[config.mk]
export PLATFORM = sky130hd
export DESIGN_NAME = ft600_fifo_emulator_flat
export DESIGN_NICKNAME = d
export VERILOG_FILES = /design/src/rtl/ft600_fifo_emulator_if.sv /design/src/rtl/ft600_fifo_emulator.sv /design/src/flat_wrapper.sv
export SDC_FILE = /design/constraint.sdc
export NUM_CORES = 1
export LEC_CHECK = 0
export BUFFER_PORTS_ARGS = -buffer_cell sky130_fd_sc_hd__buf_2
export CORE_UTILIZATION = 45
export CTS_BUF_LIST = sky130_fd_sc_hd__clkbuf_16
export CTS_CLUSTER_DIAMETER = 60
export CTS_CLUSTER_SIZE = 14
export DETAILED_ROUTE_END_ITERATION = 7
export PLACE_DENSITY = 0.61
export SYNTH_ARGS = -nofsm -noshare
export SYNTH_HDL_FRONTEND = slang
export SYNTH_SLANG_ARGS = --single-unit
[constraint.sdc]
create_clock -name clk -period 7.4 [get_ports clk]
set_input_delay 0.74 -clock clk [delete_from_list [all_inputs] [get_ports clk]]
set_output_delay 0.74 -clock clk [all_outputs]
set_load 0.03 [all_outputs]
[src/rtl/ft600_fifo_emulator_if.sv]
`default_nettype none
// ============================================================================
// Module      : ft600_fifo_emulator_if
// Description : FT600 245-FIFO bus plus host AXI-stream ports of the emulator.
// Revision    : 1.0 - initial release
// ============================================================================
interface ft600_fifo_emulator_if;
    // chip-side 245 synchronous FIFO bus
    logic        ftdi_rxf_n;
    logic        ftdi_txe_n;
    logic        ftdi_oe_n;
    logic        ftdi_rd_n;
    logic        ftdi_wr_n;
    logic [15:0] ftdi_data_i;
    logic [1:0]  ftdi_be_i;
    logic [15:0] ftdi_data_o;
    logic [1:0]  ftdi_be_o;
    logic        ftdi_bus_oe;
    // host-side streams
    logic        host_in_tvalid;
    logic        host_in_tready;
    logic [15:0] host_in_tdata;
    logic [1:0]  host_in_tkeep;
    logic        host_out_tvalid;
    logic        host_out_tready;
    logic [15:0] host_out_tdata;
    logic [1:0]  host_out_tkeep;
    // status
    logic [31:0] rd_words;
    logic [31:0] wr_words;
    logic        rd_err;
    logic        wr_err;
    logic        bus_err;

    modport slave (
        output ftdi_rxf_n, ftdi_txe_n, ftdi_data_o, ftdi_be_o, ftdi_bus_oe,
        input  ftdi_oe_n, ftdi_rd_n, ftdi_wr_n, ftdi_data_i, ftdi_be_i,
        input  host_in_tvalid, host_in_tdata, host_in_tkeep, host_out_tready,
        output host_in_tready, host_out_tvalid, host_out_tdata, host_out_tkeep,
        output rd_words, wr_words, rd_err, wr_err, bus_err
    );

    modport master (
        input  ftdi_rxf_n, ftdi_txe_n, ftdi_data_o, ftdi_be_o, ftdi_bus_oe,
        output ftdi_oe_n, ftdi_rd_n, ftdi_wr_n, ftdi_data_i, ftdi_be_i,
        output host_in_tvalid, host_in_tdata, host_in_tkeep, host_out_tready,
        input  host_in_tready, host_out_tvalid, host_out_tdata, host_out_tkeep,
        input  rd_words, wr_words, rd_err, wr_err, bus_err
    );
endinterface
`default_nettype wire

[src/rtl/ft600_fifo_emulator.sv]
`default_nettype none
// ============================================================================
// Module      : ft600_fifo_emulator
// Description : FT600 chip-side model of the 245 sync FIFO bus with FWFT
//               down (host->FPGA) and up (FPGA->host) buffers.
// Revision    : 1.0 - initial release
// ============================================================================
module ft600_fifo_emulator #(
    parameter int DN_EA = 4,
    parameter int UP_EA = 4
) (
    input  logic                 clk,
    input  logic                 rst,
    ft600_fifo_emulator_if.slave bus
);

    localparam logic [DN_EA:0] c_DN_FULL = {1'b1, {DN_EA{1'b0}}};
    localparam logic [UP_EA:0] c_UP_FULL = {1'b1, {UP_EA{1'b0}}};

    logic [17:0]      r_dn_mem [1 << DN_EA];
    logic [DN_EA-1:0] r_dn_wr_ptr;
    logic [DN_EA-1:0] r_dn_rd_ptr;
    logic [DN_EA:0]   r_dn_count;
    logic [DN_EA:0]   w_dn_count_next;
    logic [17:0]      w_dn_head;
    logic             w_dn_push;
    logic             w_rd_fire;

    logic [17:0]      r_up_mem [1 << UP_EA];
    logic [UP_EA-1:0] r_up_wr_ptr;
    logic [UP_EA-1:0] r_up_rd_ptr;
    logic [UP_EA:0]   r_up_count;
    logic [UP_EA:0]   w_up_count_next;
    logic [17:0]      w_up_head;
    logic             w_up_pop;
    logic             w_wr_fire;

    logic             r_rxf_n;
    logic             r_txe_n;
    logic [31:0]      r_rd_words;
    logic [31:0]      r_wr_words;
    logic             r_rd_err;
    logic             r_wr_err;
    logic             r_bus_err;

    // Fire conditions use the registered flags, exactly what the controller sees.
    assign bus.host_in_tready = ~rst & (r_dn_count != c_DN_FULL);
    assign w_dn_push          = bus.host_in_tvalid & bus.host_in_tready;
    assign w_rd_fire          = ~bus.ftdi_oe_n & ~bus.ftdi_rd_n & ~r_rxf_n;
    assign w_wr_fire          = ~bus.ftdi_wr_n & ~r_txe_n;
    assign w_up_pop           = (r_up_count != '0) & bus.host_out_tready;

    assign w_dn_count_next = r_dn_count + {{DN_EA{1'b0}}, w_dn_push}
                                        - {{DN_EA{1'b0}}, w_rd_fire};
    assign w_up_count_next = r_up_count + {{UP_EA{1'b0}}, w_wr_fire}
                                        - {{UP_EA{1'b0}}, w_up_pop};

    assign w_dn_head = r_dn_mem[r_dn_rd_ptr];
    assign w_up_head = r_up_mem[r_up_rd_ptr];

    assign bus.ftdi_data_o     = (r_dn_count != '0) ? w_dn_head[15:0]  : 16'h0000;
    assign bus.ftdi_be_o       = (r_dn_count != '0) ? w_dn_head[17:16] : 2'b00;
    assign bus.ftdi_bus_oe     = ~bus.ftdi_oe_n;
    assign bus.ftdi_rxf_n      = r_rxf_n;
    assign bus.ftdi_txe_n      = r_txe_n;

    assign bus.host_out_tvalid = (r_up_count != '0);
    assign bus.host_out_tdata  = (r_up_count != '0) ? w_up_head[15:0]  : 16'h0000;
    assign bus.host_out_tkeep  = (r_up_count != '0) ? w_up_head[17:16] : 2'b00;

    assign bus.rd_words = r_rd_words;
    assign bus.wr_words = r_wr_words;
    assign bus.rd_err   = r_rd_err;
    assign bus.wr_err   = r_wr_err;
    assign bus.bus_err  = r_bus_err;

    // Storage arrays carry no reset so they map onto distributed RAM.
    always_ff @(posedge clk) begin
        if (w_dn_push) begin
            r_dn_mem[r_dn_wr_ptr] <= {bus.host_in_tkeep, bus.host_in_tdata};
        end
        if (w_wr_fire) begin
            r_up_mem[r_up_wr_ptr] <= {bus.ftdi_be_i, bus.ftdi_data_i};
        end
    end

    always_ff @(posedge clk) begin
        if (rst) begin
            r_dn_wr_ptr <= '0;
            r_dn_rd_ptr <= '0;
            r_dn_count  <= '0;
            r_up_wr_ptr <= '0;
            r_up_rd_ptr <= '0;
            r_up_count  <= '0;
            r_rxf_n     <= 1'b1;
            r_txe_n     <= 1'b1;
            r_rd_words  <= '0;
            r_wr_words  <= '0;
            r_rd_err    <= 1'b0;
            r_wr_err    <= 1'b0;
            r_bus_err   <= 1'b0;
        end else begin
            if (w_dn_push) r_dn_wr_ptr <= r_dn_wr_ptr + 1'b1;
            if (w_rd_fire) r_dn_rd_ptr <= r_dn_rd_ptr + 1'b1;
            if (w_wr_fire) r_up_wr_ptr <= r_up_wr_ptr + 1'b1;
            if (w_up_pop)  r_up_rd_ptr <= r_up_rd_ptr + 1'b1;
            r_dn_count <= w_dn_count_next;
            r_up_count <= w_up_count_next;
            r_rxf_n    <= (w_dn_count_next == '0);
            r_txe_n    <= (w_up_count_next == c_UP_FULL);
            if (w_rd_fire) r_rd_words <= r_rd_words + 32'd1;
            if (w_wr_fire) r_wr_words <= r_wr_words + 32'd1;
            if (~bus.ftdi_oe_n & ~bus.ftdi_rd_n & r_rxf_n) r_rd_err  <= 1'b1;
            if (~bus.ftdi_wr_n & r_txe_n)                   r_wr_err  <= 1'b1;
            if (~bus.ftdi_oe_n & ~bus.ftdi_wr_n)            r_bus_err <= 1'b1;
        end
    end

endmodule
`default_nettype wire

[src/flat_wrapper.sv]
// flat-port wrapper written by rule: the top's interface ports become plain ports
module ft600_fifo_emulator_flat 
#(
    parameter int DN_EA = 4,
    parameter int UP_EA = 4
)
  (clk, rst, bus_ftdi_rxf_n, bus_ftdi_txe_n, bus_ftdi_data_o, bus_ftdi_be_o, bus_ftdi_bus_oe, bus_ftdi_oe_n, bus_ftdi_rd_n, bus_ftdi_wr_n, bus_ftdi_data_i, bus_ftdi_be_i, bus_host_in_tvalid, bus_host_in_tdata, bus_host_in_tkeep, bus_host_out_tready, bus_host_in_tready, bus_host_out_tvalid, bus_host_out_tdata, bus_host_out_tkeep, bus_rd_words, bus_wr_words, bus_rd_err, bus_wr_err, bus_bus_err);
  ft600_fifo_emulator_if bus_i ();
  input  logic clk;
  input  logic rst;
  output wire logic [$bits(bus_i.ftdi_rxf_n)-1:0] bus_ftdi_rxf_n;
  output wire logic [$bits(bus_i.ftdi_txe_n)-1:0] bus_ftdi_txe_n;
  output wire logic [$bits(bus_i.ftdi_data_o)-1:0] bus_ftdi_data_o;
  output wire logic [$bits(bus_i.ftdi_be_o)-1:0] bus_ftdi_be_o;
  output wire logic [$bits(bus_i.ftdi_bus_oe)-1:0] bus_ftdi_bus_oe;
  input wire logic [$bits(bus_i.ftdi_oe_n)-1:0] bus_ftdi_oe_n;
  input wire logic [$bits(bus_i.ftdi_rd_n)-1:0] bus_ftdi_rd_n;
  input wire logic [$bits(bus_i.ftdi_wr_n)-1:0] bus_ftdi_wr_n;
  input wire logic [$bits(bus_i.ftdi_data_i)-1:0] bus_ftdi_data_i;
  input wire logic [$bits(bus_i.ftdi_be_i)-1:0] bus_ftdi_be_i;
  input wire logic [$bits(bus_i.host_in_tvalid)-1:0] bus_host_in_tvalid;
  input wire logic [$bits(bus_i.host_in_tdata)-1:0] bus_host_in_tdata;
  input wire logic [$bits(bus_i.host_in_tkeep)-1:0] bus_host_in_tkeep;
  input wire logic [$bits(bus_i.host_out_tready)-1:0] bus_host_out_tready;
  output wire logic [$bits(bus_i.host_in_tready)-1:0] bus_host_in_tready;
  output wire logic [$bits(bus_i.host_out_tvalid)-1:0] bus_host_out_tvalid;
  output wire logic [$bits(bus_i.host_out_tdata)-1:0] bus_host_out_tdata;
  output wire logic [$bits(bus_i.host_out_tkeep)-1:0] bus_host_out_tkeep;
  output wire logic [$bits(bus_i.rd_words)-1:0] bus_rd_words;
  output wire logic [$bits(bus_i.wr_words)-1:0] bus_wr_words;
  output wire logic [$bits(bus_i.rd_err)-1:0] bus_rd_err;
  output wire logic [$bits(bus_i.wr_err)-1:0] bus_wr_err;
  output wire logic [$bits(bus_i.bus_err)-1:0] bus_bus_err;
  assign bus_ftdi_rxf_n = bus_i.ftdi_rxf_n;
  assign bus_ftdi_txe_n = bus_i.ftdi_txe_n;
  assign bus_ftdi_data_o = bus_i.ftdi_data_o;
  assign bus_ftdi_be_o = bus_i.ftdi_be_o;
  assign bus_ftdi_bus_oe = bus_i.ftdi_bus_oe;
  assign bus_i.ftdi_oe_n = bus_ftdi_oe_n;
  assign bus_i.ftdi_rd_n = bus_ftdi_rd_n;
  assign bus_i.ftdi_wr_n = bus_ftdi_wr_n;
  assign bus_i.ftdi_data_i = bus_ftdi_data_i;
  assign bus_i.ftdi_be_i = bus_ftdi_be_i;
  assign bus_i.host_in_tvalid = bus_host_in_tvalid;
  assign bus_i.host_in_tdata = bus_host_in_tdata;
  assign bus_i.host_in_tkeep = bus_host_in_tkeep;
  assign bus_i.host_out_tready = bus_host_out_tready;
  assign bus_host_in_tready = bus_i.host_in_tready;
  assign bus_host_out_tvalid = bus_i.host_out_tvalid;
  assign bus_host_out_tdata = bus_i.host_out_tdata;
  assign bus_host_out_tkeep = bus_i.host_out_tkeep;
  assign bus_rd_words = bus_i.rd_words;
  assign bus_wr_words = bus_i.wr_words;
  assign bus_rd_err = bus_i.rd_err;
  assign bus_wr_err = bus_i.wr_err;
  assign bus_bus_err = bus_i.bus_err;
  ft600_fifo_emulator #(.DN_EA(DN_EA), .UP_EA(UP_EA)) u_core (.clk(clk), .rst(rst), .bus(bus_i));
endmodule
== Word-level counts from Yosys, hierarchy flattened ==
Memories as Yosys holds them, arrays and structs flattened. A register that Yosys moved wholly into a read port is not among the register bits.
Index checks and enable logic that the tools add are counted.

* Flip-flop bits (word level): 95
* Latch bits: 0
* Bits in writable memories: 576
* Bits in read-only memories: 0
* Bits of input ports: 43
* Memories: 2

* Add/sub/neg operators: 10
* $mul: 0
* Divide/modulo/power cells: 0
* $lt $le $gt $ge: 0
* Equality and inequality tests: 2
* Shifts and indexed selects: 0
* Multiplexer cells: 12
* Bitwise logic cells: 15
* Reductions and logical operators: 3

{| class="wikitable"
|+ Memories
! name !! depth !! width !! read ports !! clocked after memory_dff !! wr ports !! line !! RTL
|-
| u_core.r_dn_mem || 16 || 18 || 1 || 1 || 1 || ft600_fifo_emulator.sv:20 || <nowiki>logic [17:0] r_dn_mem [1 << DN_EA];</nowiki>
|-
| u_core.r_up_mem || 16 || 18 || 1 || 1 || 1 || ft600_fifo_emulator.sv:29 || <nowiki>logic [17:0] r_up_mem [1 << UP_EA];</nowiki>
|}

{| class="wikitable"
|+ Operators by type and width
! operator !! count
|-
| $add A32 B1 Y32 const B || 2
|-
| $mux W16 || 2
|-
| $add A4 B1 Y4 const B || 4
|-
| $mux W4 || 4
|-
| $add A5 B1 Y5 || 2
|-
| $reduce_bool A5 Y1 || 2
|-
| $sub A5 B1 Y5 || 2
|-
| $and A1 B1 Y1 || 9
|-
| $not A1 Y1 || 6
|-
| $eq A5 B5 Y1 const B || 1
|-
| $logic_not A5 Y1 || 1
|-
| $ne A5 B5 Y1 const B || 1
|-
| $mux W1 || 4
|-
| $mux W2 || 2
|}

== Longest topological paths before layout ==
* Depth in word-level cells: 6
* Gate-level depth with buffers: 13

== Worst setup path before layout ==
No wires, ideal clock.

* Path kind: input to register
* Start point: input rst
* End point: memory u_core.r_dn_mem[3][0], enable pin
* Data arrival time: 2.753 ns
* Slack: 4.232 ns
* Stages: 3
* Path buffers: 0
* Path through: a311oi_2 nand2_1 nor3_1

* Longest elaborated chain between the ends: 5

{| class="wikitable"
|+ RTL lines
! element !! line !! RTL
|-
| start, declared || flat_wrapper.sv:10 || <nowiki>input logic rst;</nowiki>
|-
| $not A1 Y1 || ft600_fifo_emulator.sv:47 || <nowiki>assign bus.host_in_tready = ~rst & (r_dn_count != c_DN_FULL);</nowiki>
|-
| $and A1 B1 Y1 || ft600_fifo_emulator.sv:47 ||
|-
| $and A1 B1 Y1 || ft600_fifo_emulator.sv:48 || <nowiki>assign w_dn_push = bus.host_in_tvalid & bus.host_in_tready;</nowiki>
|-
| $mux W1 || ft600_fifo_emulator.sv:79 || <nowiki>if (w_dn_push) begin</nowiki>
|-
| $mux W1 (not written as such) || ft600_fifo_emulator.sv:80 || <nowiki>r_dn_mem[r_dn_wr_ptr] <= {bus.host_in_tkeep, bus.host_in_tdata};</nowiki>
|-
| end, declared || ft600_fifo_emulator.sv:20 ||
|}

No other way between the ends.

==> qor.yml <==
synth_edf_count: 576
post_synth.cell_area_avg_um2: 18.4
cell_chain_of_the_critical_path: "buf_4 > mux4_2 > mux2i_1 > o22ai_1 > buf_2"
synth-seq-cells: 679
wirelength_mm: 55.0
synthMuxAreaShare_pct: 15.0
number_of_global_route_vias_before_repair: 14000
max_slew.worst_pin.slew_ns: 1.28
synth_largest_type_area_fraction_pct: 65.1
yosys.area_share.simple_pct: 5.19
endpoint_kind: "output pin"
floorplan.rows: 88
globalRouteTotalUtil_pct: 18.8
tritoncts_num_sinks: 679
finalWeightedCongestion: 0.743
timing.critical_path.fanout_max: 38
drcViolationCount: 0
routed_via_density: 5.53
io_pins: 151
overflow_left_after_global_routing: 0
status: "complete, no violations"
hpwl_after_detailed_placement_mm: 31.7
worst_ep_arrival_ns: 3.50
timing.final.setup_violations: 0
tritoncts.num_buffers: 57
die_y_um: 245
yosys_warnings: 0
max-cap-violations: 0
report.final.hold_viol_count: 0
critical_path_required_ns: 6.66
h-tree-depth: 2
seq_area_frac_synth_pct: 72.8
grt_max_degree: 102
p_per_area_nw_per_um2: 290
unrepaired_setup_endpoints_after_global_routing: "false"
post_cts_resize_count: 0
synth_fp_nets: 1512
clock_tree.buffer_depth: 3
layout-area-overhead-vs-synth_pct: 12.6
number_of_buffers_added_on_ports: 150
ant_nets: 0
drive_above_1_share_pct: 27.1
irDropWorstVdd_mv: 0.195
crit_path_top_delay_cell: "dfxtp_4"
timing.critical_path.slowest_cell_delay_ns: 0.82
core-area_um2: 58000
synth.distinct_cells: 48
post-route-util_pct: 51.6
synth_compound_gate_area_share_pct: 1.58
finalCritPeriodShare_pct: 57.3
dr.pass1.iters: 5
fmaxAchievable_mhz: 236
post-synth-top-area-cell: "edfxtp_1"
mostFrequentLayoutCell: "edfxtp_1"
clock_insertion_delay_worst_skew_ns: 0.63
finalMaxSlewViolations: 0
final_critical_path_setup_slack_ns: 3.16
final_cell_area_um2: 29900
post_cts.repair.setup_buffers: 0
initial_utilization_pct: 45.8
placed_cell_area_um2: 28300
synth_area_um2: 26600
final_skew_ns: 0.0254
fin_tns_setup_ns: 0
tritoncts: "done"
syn_inst: 1444
layout_min_cycle_time_ns: 4.24
worst_hold_path_type: "input pin to flip-flop"
antennaDiodeCount: 0
fp.dieW_um: 245
die-area_um2: 60100
postSynth.asyncResetShare_pct: 0
synth_xor_area_share_pct: 2.57
preCtsSetupSlack_ns: 3.71
dominant_combinational_cell_family_by_area_after_synthesis: "multiplexers"
worst_slew_margin_rel_pct: 14.5
layout_common_cells: "edfxtp_1 (576), buf_2 (149), mux4_2 (144)"
initial_antenna_violation_count: 3
initialDrtViolationCount: 812
via_count: 13300
final_net_count: 1680
drt-wirelength-per-cell_um: 22.9
first_pass_grt_wire_length_mm: 85.1
synthAdderAreaFrac_pct: 1.23
cts-root-buf: "clkbuf_16"
dominantRegCellSynth: "edfxtp_1"
critPathLaunchType: "flip-flop"
ys_top_cells_by_area: "edfxtp_1 (65%), mux4_2 (12%), dfxtp_1 (7.8%)"
total_leakage_power_nw: 9.66
criticalPathCategory: "flip-flop to output pin"
cts.clk_slew.worst_paths_ns: 0.07
ctsHoldBuffers: 0
==> logic make-up after synthesis <==
logic type	count (synthesis)
AND/OR/NAND/NOR	276
adder cells (fa/ha/maj)	25
XOR/XNOR	78
flip-flops	679
buffers and inverters	99
multiplexers	219
AO/OA/AOI/OAI	68
==> Yosys cell counts, types with 8 or more instances <==
cell type / number
nor3_1: 19
inv_1: 30
buf_2: 18
nand4_1: 18
edfxtp_1: 576
nand2_1: 38
clkbuf_1: 40
nand3_1: 28
nor4_1: 8
xnor2_1: 41
mux2i_1: 74
xor2_1: 37
a21oi_1: 15
mux4_2: 144
nor2_1: 124
ha_1: 23
dfxtp_1: 103
o22ai_1: 36
==> worst paths after layout <==
path	start	endpoint	slack (ns)	depth (start not counted)
worst max-delay path	flip-flop	bus_host_out_tdata[13]	3.16	5
worst min-delay path	bus_host_out_tready	u_core.r_up_rd_ptr[1]	0.46	3
worst max register to register	u_core.bus.ftdi_txe_n	u_core.r_up_mem[3][15]	4.27	4
worst min register to register	u_core.bus.rd_err	u_core.bus.rd_err	0.49	2
==> final cells by class <==
class	instances	area [µm²]
clock buffers	57	1430
clock inverters	28	186
fillers	4666	28100
inverters	30	113
multi-input cells	666	6910
flip-flops and latches	679	19400
well taps	765	957
repair buffers	178	963
==> stage by stage <==
stage	hold WS (ns)	instances	total power, mW
2_1_floorplan	0.476	1444	5.59
3_3_place_gp	0.448	2318	6.04
3_5_place_dp	0.470	2318	6.06
4_1_cts	0.416	2403	8.80
5_1_grt	0.443	2403	9.05
6_report	0.461	2403	8.68
==> flip-flops by register name (all words and copies together) (netlist names), 4 cells and up, named ones only <==
signal and count:
u_core.bus.rd_words 32, u_core.bus.wr_words 32, u_core.r_dn_count 5, u_core.r_up_wr_ptr 4
u_core.r_up_mem 288, u_core.r_dn_wr_ptr 4, u_core.r_up_rd_ptr 4, u_core.r_dn_rd_ptr 4
u_core.r_dn_mem 288, u_core.r_up_count 5
==> routing by layer <==
layer	GRT usage, %	vias up	wire [µm]
li1	-	5993	-
met1	26.4	6922	24800
met2	30.2	301	26500
met3	3.53	78	2700
met4	4.41	6	982
met5	0	-	36
==> critical path, delay by kind of cell (launching register included) <==
family	cells	cell delay, ns
buf+inv	2	1.04
flops	1	0.82
mux	2	0.77
compound gates	1	0.17
==> power breakdown <==
part           internal (mW)  switching [mW]  leakage, nW  total, mW
registers               4.24           0.125         6.03       4.37
clock network           1.42            1.32        0.849       2.74
logic                  0.652           0.929         2.79       1.58
total                   6.31            2.37         9.66       8.68
Note: power is estimated with default switching activity, not from simulation.
